==> src/rtl/seg7_pkg.sv <==
// seg7_pkg: shared types and constants for the seven-segment scan driver.
//   glyph_t     - 6-bit glyph code
//   SEG_TABLE   - 64-entry code -> {dp,g,f,e,d,c,b,a} segment map
//   SEG_BLANK   - all segments off
//   SEG_DP_ONLY - decimal point only (unassigned codes 42..63)
package seg7_pkg;

  typedef logic [5:0] glyph_t;

  localparam logic [7:0] SEG_BLANK   = 8'h00;
  localparam logic [7:0] SEG_DP_ONLY = 8'h80;

  // 0-15 hex digits, 16-41 alphanumeric set, everything else dp only.
  localparam logic [7:0] SEG_TABLE [64] = '{
     0: 8'h3F,  1: 8'h06,  2: 8'h5B,  3: 8'h4F,
     4: 8'h66,  5: 8'h6D,  6: 8'h7D,  7: 8'h07,
     8: 8'h7F,  9: 8'h6F, 10: 8'h77, 11: 8'h7C,
    12: 8'h39, 13: 8'h5E, 14: 8'h79, 15: 8'h71,
    16: 8'h77,  // A
    17: 8'h7C,  // b
    18: 8'h39,  // C
    19: 8'h58,  // c
    20: 8'h5E,  // d
    21: 8'h79,  // E
    22: 8'h71,  // F
    23: 8'h6F,  // g
    24: 8'h76,  // H
    25: 8'h74,  // h
    26: 8'h10,  // i
    27: 8'h30,  // I
    28: 8'h1E,  // J
    29: 8'h38,  // L
    30: 8'h54,  // n
    31: 8'h3F,  // O
    32: 8'h5C,  // o
    33: 8'h73,  // P
    34: 8'h67,  // q
    35: 8'h50,  // r
    36: 8'h6D,  // S
    37: 8'h78,  // t
    38: 8'h3E,  // U
    39: 8'h1C,  // u
    40: 8'h6E,  // y
    41: 8'h63,  // upper o (degree-style)
    default: SEG_DP_ONLY
  };

endpackage

==> src/rtl/seg7_glyph_decode.sv <==
// seg7_glyph_decode: combinational glyph code -> segment pattern lookup.
//   code - glyph code (glyph_t)
//   seg  - {dp,g,f,e,d,c,b,a}, active-high
import seg7_pkg::*;

module seg7_glyph_decode (
  input  glyph_t     code,
  output logic [7:0] seg
);

  assign seg = SEG_TABLE[code];

endmodule

==> src/rtl/seg7_scan_driver.sv <==
// seg7_scan_driver: multiplexed seven-segment display scanner with a
// double-buffered code load (pending -> active swap only at frame end).
//   clk_2      - clock, rising edge
//   rst_n      - asynchronous active-low reset
//   load       - capture codes when ready
//   codes      - 6 bits per digit, digit i at [6i+5:6i]
//   blink_mask - per-digit blink enable (only with SEG7_BLINK_EN)
//   ready      - pending buffer empty
//   SEG        - registered segments {dp,g,f,e,d,c,b,a}
//   DIG        - registered one-hot digit enable
// Optional feature macro: SEG7_BLINK_EN (blink_mask port + frame-count blink).
import seg7_pkg::*;

module seg7_scan_driver #(
  parameter int NDIGITS      = 4,
  parameter int SCAN_DIV     = 1000,
  parameter int GUARD        = 2,
  parameter int BLINK_FRAMES = 50
) (
  input  logic                   clk_2,
  input  logic                   rst_n,
  input  logic                   load,
  input  logic [6*NDIGITS-1:0]   codes,
`ifdef SEG7_BLINK_EN
  input  logic [NDIGITS-1:0]     blink_mask,
`endif
  output logic                   ready,
  output logic [7:0]             SEG,
  output logic [NDIGITS-1:0]     DIG
);

  localparam int CW = $clog2(SCAN_DIV);
  localparam int DW = (NDIGITS > 1) ? $clog2(NDIGITS) : 1;

  logic [CW-1:0]            div_cnt;
  logic [DW-1:0]            dix;
  glyph_t [NDIGITS-1:0]     active;
  glyph_t [NDIGITS-1:0]     pending;
  logic                     pend_vld;
  logic                     slot_end, frame_end, blank_dig;
  logic [7:0]               seg_dec;

  assign slot_end  = (div_cnt == CW'(SCAN_DIV - 1));
  assign frame_end = slot_end && (dix == DW'(NDIGITS - 1));
  assign ready     = !pend_vld;

  always_ff @(posedge clk_2 or negedge rst_n) begin
    if (!rst_n) begin
      div_cnt <= '0;
      dix     <= '0;
    end else begin
      div_cnt <= slot_end ? '0 : div_cnt + 1'b1;
      if (slot_end)
        dix <= (dix == DW'(NDIGITS - 1)) ? '0 : dix + 1'b1;
    end
  end

  // Promotion wins over capture: while pending is full ready is low, so a
  // load can never collide with the swap. A load in a frame-end cycle with
  // an empty buffer is captured and waits for the next frame end.
  always_ff @(posedge clk_2 or negedge rst_n) begin
    if (!rst_n) begin
      active   <= {NDIGITS{6'd63}};
      pending  <= '0;
      pend_vld <= 1'b0;
    end else if (frame_end && pend_vld) begin
      active   <= pending;
      pend_vld <= 1'b0;
    end else if (load && !pend_vld) begin
      pending  <= codes;
      pend_vld <= 1'b1;
    end
  end

`ifdef SEG7_BLINK_EN
  localparam int BW = (BLINK_FRAMES > 1) ? $clog2(BLINK_FRAMES) : 1;
  logic [BW-1:0] frm_cnt;
  logic          phase;

  always_ff @(posedge clk_2 or negedge rst_n) begin
    if (!rst_n) begin
      frm_cnt <= '0;
      phase   <= 1'b0;
    end else if (frame_end) begin
      if (frm_cnt == BW'(BLINK_FRAMES - 1)) begin
        frm_cnt <= '0;
        phase   <= ~phase;
      end else begin
        frm_cnt <= frm_cnt + 1'b1;
      end
    end
  end

  assign blank_dig = phase && blink_mask[dix];
`else
  assign blank_dig = 1'b0;
`endif

  seg7_glyph_decode u_dec (
    .code (active[dix]),
    .seg  (seg_dec)
  );

  // Leading guard cycles keep segments dark while DIG switches (ghosting).
  always_ff @(posedge clk_2 or negedge rst_n) begin
    if (!rst_n) begin
      SEG <= SEG_BLANK;
      DIG <= '0;
    end else begin
      SEG <= ((div_cnt < CW'(GUARD)) || blank_dig) ? SEG_BLANK : seg_dec;
      DIG <= NDIGITS'(1) << dix;
    end
  end

endmodule

==> config.mk <==
export PLATFORM = sky130hd
export DESIGN_NAME = seg7_scan_driver
export DESIGN_NICKNAME = d
export VERILOG_FILES = /design/src/rtl/seg7_pkg.sv /design/src/rtl/seg7_glyph_decode.sv /design/src/rtl/seg7_scan_driver.sv
export SDC_FILE = /design/constraint.sdc
export NUM_CORES = 1
export LEC_CHECK = 0
export ABC_CLOCK_PERIOD_IN_PS = 3800
export CAP_MARGIN = 20
export CORE_UTILIZATION = 35
export DETAILED_ROUTE_END_ITERATION = 8
export PLACE_DENSITY_LB_ADDON = 0.15
export SETUP_SLACK_MARGIN = 0.2
export SYNTH_ARGS = -nofsm -noshare
export SYNTH_HDL_FRONTEND = slang
export SYNTH_SLANG_ARGS = --single-unit
==> constraint.sdc <==
create_clock -name clk_2 -period 3.8 [get_ports clk_2]
set_input_delay 0.76 -clock clk_2 [delete_from_list [all_inputs] [get_ports clk_2]]
set_output_delay 0.76 -clock clk_2 [all_outputs]
set_load 0.03 [all_outputs]
==> run_results.csv, run 1 <==
group,metric,value,unit
synth,yosys_register_bits,73,
grt,antenna_found_initial,0,
cts,clk_pin_slew,0.08,ns
floorplan,die-area,10950,µm²
detailed_routing,drtAntennaViolNets,0,
finish,nNetsFinal,382,
power_and_ir_drop,p_per_area,330.8,nW/µm²
timing,hold_ws,0.4748,ns
floorplan,ios,40,
timing,worst_pin_slew,0.9238,ns
finish,n_antenna_cell,0,
synth,syn-cell-area,3687,µm²
finish,fill_cells,1013,
critical_path,reg2reg_depth,9,
grt,grt_pass1_vias,2459,
cts,cts_sinks,73,
cts,htree_levels,3,
critical_path,crit_arrival,2.96,ns
synth,synth_edf_count,0,
place,dpl_cell_area,4198,µm²
power_and_ir_drop,seq_power_share,56.8,%
job,cap_violations,0,
timing,fmax,365.9,MHz
finish,final_cells,483,
cts,cts-root-buf,"clkbuf_8",
power_and_ir_drop,power_switching,0.3409,mW
detailed_routing,detailroute.via_count,2492,
worst_hold_path,hold_depth,1,
synth,ys_seq_area_share,50.36,%
synth,syn_inst,303,
power_and_ir_drop,internal_power,1.108,mW
finish,final_util,42.60,%
critical_path,crit_path_end_kind,"register",
critical_path,crit_type,"register to register",
floorplan,core,10280,µm²
floorplan,start_util,35.88,%
detailed_routing,firstDrtPassIters,5,
power_and_ir_drop,combPwrFrac,4.7,%
synth,yosys.area.top_type,"dfrtp_1",
floorplan,die_w,104.6,µm
synth,yosysUniqueCellTypes,49,
timing,rsz0062_at_grt,"false",
timing,hold_violations,0,
cts,numCtsBuffers,9,
synth,avgSynthCellArea,12.17,µm²
synth,yosys_most_used_dff,"dfrtp_1",
critical_path,cp-start-kind,"register",
synth,async_flop_share,100.0,%
floorplan,rows,37,
grt,grt_first_pass_wirelength,12670,µm
cts,cts_buffer_depth,2,
worst_hold_path,hold_path_class,"register to register",
timing,setup_violations,0,
power_and_ir_drop,switching_share,23.54,%
synth,synthTopCellsByArea,"dfrtp_1 33%, dfstp_2 17%, mux2_2 16%",
grt,gr-total-overflow,0,
cts,cts.repair.resized,0,
timing,max_slew_margin,38.41,%
detailed_routing,drc_errors,0,
detailed_routing,routed_wl,7368,µm
place,place.gp.congestion,0.8791,
finish,drive_above_1_share,31.41,%
timing,period_needed,2.733,ns
critical_path,crit_fanout,12,
timing,finalMaxSlewViolations,0,
cts,ctsHoldBuffers,0,
grt,grt_usage,14.86,%
finish,final_area,4378,µm²
place,dp_hpwl,5121,µm
power_and_ir_drop,clkPwrFrac,38.5,%
synth,yosys_warnings,0,
cts,tritoncts,"yes",
timing,finalCritPeriodShare,71.92,%
detailed_routing,via_per_inst,5.159,
detailed_routing,drt_iter0_markers,102,
power_and_ir_drop,p_leak,1.775,nW
timing,tns,0,ns
critical_path,timing.critical_path.required,4.03,ns
power_and_ir_drop,max-vdd-ir-drop,155.2,µV
synth,synth_most_common_cell,"mux2_2",
cts,clk_latency,0.34,ns
place,io_buffer_count,39,
outcome,status,"finished clean",
finish,areaGrowthSynthToFinish,18.73,%
finish,multi_input_area,1714,µm²
floorplan,die_h,104.6,µm
cts,postCtsSetupBuffers,0,
timing,finClkSkew,0.005972,ns
place,place_inst,467,
grt,grt_max_degree,74,
synth,synth_nets,343,
detailed_routing,wl_per_cell,15.25,µm
synth,synthDominantCellAreaShare,33.25,%
finish,ff_latch_area,1857,µm²
synth,synth_common_cells,"53 x mux2_2, 49 x dfrtp_1, 24 x dfstp_2, 20 x nor2_1, 14 x nand2_1",
[path summary, 6_finish.rpt]
check	startpoint	to	slack, ns
setup / recovery	dix[0]	SEG[0]	1.07
hold / removal	div_cnt[0]	div_cnt[0]	0.47
setup reg to reg	dix[0]	SEG[0]	1.07
hold reg to reg	div_cnt[0]	div_cnt[0]	0.47
max in group asynchronous	rst_n	pending[14]	2.58
min in group asynchronous	rst_n	div_cnt[5]	0.63
[layer usage]
metal | global-route usage, % | routed length (µm)
met5 | 0 | 0
met4 | 7.948 | 193
met2 | 21.00 | 3244
met3 | 3.119 | 297
met1 | 21.20 | 3632
[cell families (layout without fill, tap and decap cells)]
kind of cell / count (synthesis) / count (layout) / synth area share (%)
flops: 73 / 73 / 50.36
mux: 67 / 67 / 22.26
simple gates: 66 / 66 / 8.517
compound gates: 50 / 50 / 9.094
buf+inv: 25 / 69 / 3.224
fa+ha+maj: 13 / 13 / 4.411
xor+xnor: 9 / 9 / 2.138
[power by group through the flow]
stage                     logic [mW]  clock network, mW  registers [mW]
after floorplan               0.0260                  0           0.830
after global placement        0.0693                  0           0.837
after detailed placement      0.0707                  0           0.837
after CTS                     0.0709              0.585           0.823
after global routing          0.0765              0.616           0.827
final                         0.0686              0.557           0.823
[worst max-delay path, cell delays in order (launching register included)]
cell and delay (ns):
dfrtp_1 0.44, buf_4 0.26, mux4_2 0.64, inv_1 0.19, ha_1 0.27, inv_1 0.09
nand2_1 0.09, o21ai_0 0.09, a221o_1 0.30, a32o_1 0.24
[sequential cells by signal, indices dropped and copies added, names as in the netlist]
signal	cells
SEG	8
DIG	4
dix	2
pending	24
div_cnt	10
pend_vld	1
active	24
[cell type report]
cell class,count,share of cell area [%]
Sequential cell,73,42.41
Timing Repair Buffer,44,9.660
Tap cell,136,3.887
Clock inverter,6,0.9717
Clock buffer,10,3.144
Inverter,9,0.7716
Multi-Input combinational cell,205,39.15
[placed cells by master, fill, tap and decap left out, drive strengths merged, types with 2 or more instances in the layout]
cell,synthesis,routed
o211ai,2,2
o31ai,2,2
nand2,14,14
nor3,5,5
clkinv,0,3
clkdlybuf4s50,0,38
buf,8,6
xor2,4,4
o211a,2,2
dfstp,24,24
and3,5,5
dfrtp,49,49
nor2b,4,4
a221o,2,2
mux4,6,6
mux2i,7,7
clkinvlp,0,2
mux2,54,54
o22ai,2,2
nand2b,3,3
a31oi,4,4
nand3,7,7
and2,2,2
a21oi,9,9
ha,13,13
clkbuf,8,10
nor2,20,20
o21ai,15,15
nor4,3,3
xnor2,5,5
inv,9,10
[stage by stage]
stage,worst slack [ns],power [mW]
finish,1.067,1.448
CTS,1.055,1.479
floorplan,1.502,0.8565
global route,0.8562,1.519
detailed placement,1.080,0.9080
global placement,1.168,0.9059
No activity file was read; power rests on OpenSTA's default activity.
==> run 2, diff against run 1 <==
--- a/config.mk
+++ b/config.mk
@@ -5,7 +5,7 @@
 export SDC_FILE = /design/constraint.sdc
 export NUM_CORES = 1
 export LEC_CHECK = 0
-export ABC_CLOCK_PERIOD_IN_PS = 3800
+export ABC_CLOCK_PERIOD_IN_PS = 2450
 export CAP_MARGIN = 20
 export CORE_UTILIZATION = 35
 export DETAILED_ROUTE_END_ITERATION = 8
==> constraint.sdc (replaced) <==
create_clock -name clk_2 -period 2.45 [get_ports clk_2]
set_input_delay 0.49 -clock clk_2 [delete_from_list [all_inputs] [get_ports clk_2]]
set_output_delay 0.49 -clock clk_2 [all_outputs]
set_load 0.03 [all_outputs]
==> run 2 against run 1 <==
  * Sequential power is 56% higher
  * Combinational power is 59% higher
  * Sequential share of layout area is 1.8 points lower
  * Flip-flop and latch count stayed put
  * Maximum frequency is 26% higher
  * Core utilization is 1.9 points higher
  * Wire length is 2.8% higher
  * Clock-buffer cell count stayed put
  * Global-route usage is 0.49 points higher
  * Total power is 81% higher
==> run_results.csv, run 2 (synthesized netlist as in run 1, its figures left out) <==
group,metric,value,unit
grt,grt_usage,15.36,%
detailed_routing,drtAntennaViolNets,0,
finish,layout_commonest_cell,"mux2_2",
floorplan,rows,37,
critical_path,cp-start-kind,"register",
critical_path,crit_type,"register to register",
job,cap_violations,0,
detailed_routing,firstDrtPassIters,4,
floorplan,ios,40,
floorplan,die-area,10950,µm²
cts,cts_sinks,73,
cts,numCtsBuffers,9,
timing,max_slew_margin,70.08,%
grt,grt_first_pass_wirelength,13170,µm
detailed_routing,wl_met2,3400,µm
finish,final_cell_mix,"53 x mux2_2, 48 x dfrtp_1, 38 x clkdlybuf4s50_1",
place,dp_hpwl,5360,µm
detailed_routing,wl_per_cell,15.34,µm
grt,grt_max_degree,58,
timing,finClkSkew,0.01141,ns
worst_hold_path,hold_path_class,"input pin to async pin",
cts,ctsHoldBuffers,0,
floorplan,die_w,104.6,µm
power_and_ir_drop,p_per_area,573.7,nW/µm²
power_and_ir_drop,max-vdd-ir-drop,252.4,µV
finish,fill_cells,973,
finish,final_util,44.55,%
place,io_buffer_count,39,
detailed_routing,top_layer,"met4",
place,place.gp.congestion,0.8871,
timing,period_needed,2.173,ns
critical_path,crit_fanout,11,
cts,cts-root-buf,"clkbuf_8",
detailed_routing,via_per_inst,5.091,
floorplan,core,10280,µm²
finish,reg_top3,"active: 24 flops, pending: 24 flops, div_cnt: 10 flops",
timing,fmax,460.2,MHz
critical_path,crit_arrival,2.43,ns
outcome,status,"finished clean",
grt,gr-total-overflow,0,
detailed_routing,wl_met1,3693,µm
timing,worst_pin_slew,0.4447,ns
finish,n_antenna_cell,0,
critical_path,timing.critical_path.required,2.70,ns
timing,tns,0,ns
timing,hold_ws,0.06487,ns
timing,rsz0062_at_grt,"true",
cts,cts_buffer_depth,2,
timing,hold_violations,0,
finish,nNetsFinal,394,
detailed_routing,routed_wl,7577,µm
timing,finalMaxSlewViolations,0,
detailed_routing,drt_iter0_markers,82,
finish,drive_above_1_share,34.92,%
cts,htree_levels,3,
critical_path,worstReg2RegStart,"dix[0]",
power_and_ir_drop,p_leak,1.879,nW
grt,grt_pass1_vias,2582,
critical_path,r2r-end,"SEG[0]",
timing,finalCritPeriodShare,88.70,%
grt,antenna_found_initial,0,
cts,clk_pin_slew,0.08,ns
floorplan,start_util,35.88,%
place,place_inst,478,
detailed_routing,detailroute.via_count,2515,
critical_path,r2r_setup_slack,0.28,ns
floorplan,die_h,104.6,µm
critical_path,reg2reg_depth,5,
cts,tritoncts,"yes",
timing,setup_violations,0,
detailed_routing,met3WireLength,347,µm
critical_path,crit_path_end_kind,"register",
finish,areaGrowthSynthToFinish,24.16,%
detailed_routing,drc_errors,0,
cts,clk_latency,0.36,ns
finish,final_cells,494,
[run 2: cell types whose count changed in the layout (fill, tap and decap cells not counted), sizes merged]
| cell | delta |
|---|---|
| buf | +12 |
| bufinv | +4 |
| clkinv | -2 |
| clkinvlp | -2 |
| inv | -1 |
[run 2: per-stage QoR]
stage	setup WS, ns	area [µm²]	total power, mW
floorplan	0.1980	3690	1.328
global placement	0.1309	4308	1.408
detailed placement	0.1227	4308	1.411
CTS	0.2530	4576	2.661
global route	0.1617	4578	2.735
finish	0.2769	4578	2.626
[run 2: worst max path at each step]
stage,start,endpoint,slack (ns),cells past startpoint
after floorplan,dix[0],SEG[6],0.20,9
after global placement,dix[0],SEG[5],0.13,7
after detailed placement,dix[0],SEG[0],0.12,5
after CTS,dix[0],SEG[6],0.25,8
after global routing,dix[0],SEG[0],0.16,8
final,dix[0],SEG[0],0.28,5
[run 2: final cells by class]
cell class / count / area [µm²] / share of cell area (%)
sequential: 73 / 1858 / 40.58
multi-input combinational: 205 / 1722 / 37.61
timing repair buffer: 56 / 538.0 / 11.75
tap: 136 / 170.2 / 3.717
clock inverter: 5 / 128.9 / 2.815
clock buffer: 10 / 127.6 / 2.788
inverter: 9 / 33.78 / 0.7379
[run 2: where the power goes]
group | switching [mW] | total [mW] | internal (mW)
combinational | 0.0372 | 0.109 | 0.0713
clock | 0.466 | 1.24 | 0.777
sequential | 0.0229 | 1.28 | 1.25
[run 2: critical path, cell delays in order (launching register included)]
cell and delay [ns]:
dfrtp_2 0.42, buf_4 0.16, mux4_2 0.63, and2_1 0.27, a221o_1 0.36, a32o_1 0.24
[run 2: metal layers]
metal  GRT usage, %  vias to the layer above
met2          22.71                       68
met1          21.28                     1240
met3          4.117                       12
met4          6.137                        0
met5              0                        -
li1               -                     1195
[run 2: repair_timing]
item,in CTS,in global routing
setup endpoints to repair,6,4
gates cloned,0,0
buffers inserted,1,0
resized for setup,2,2
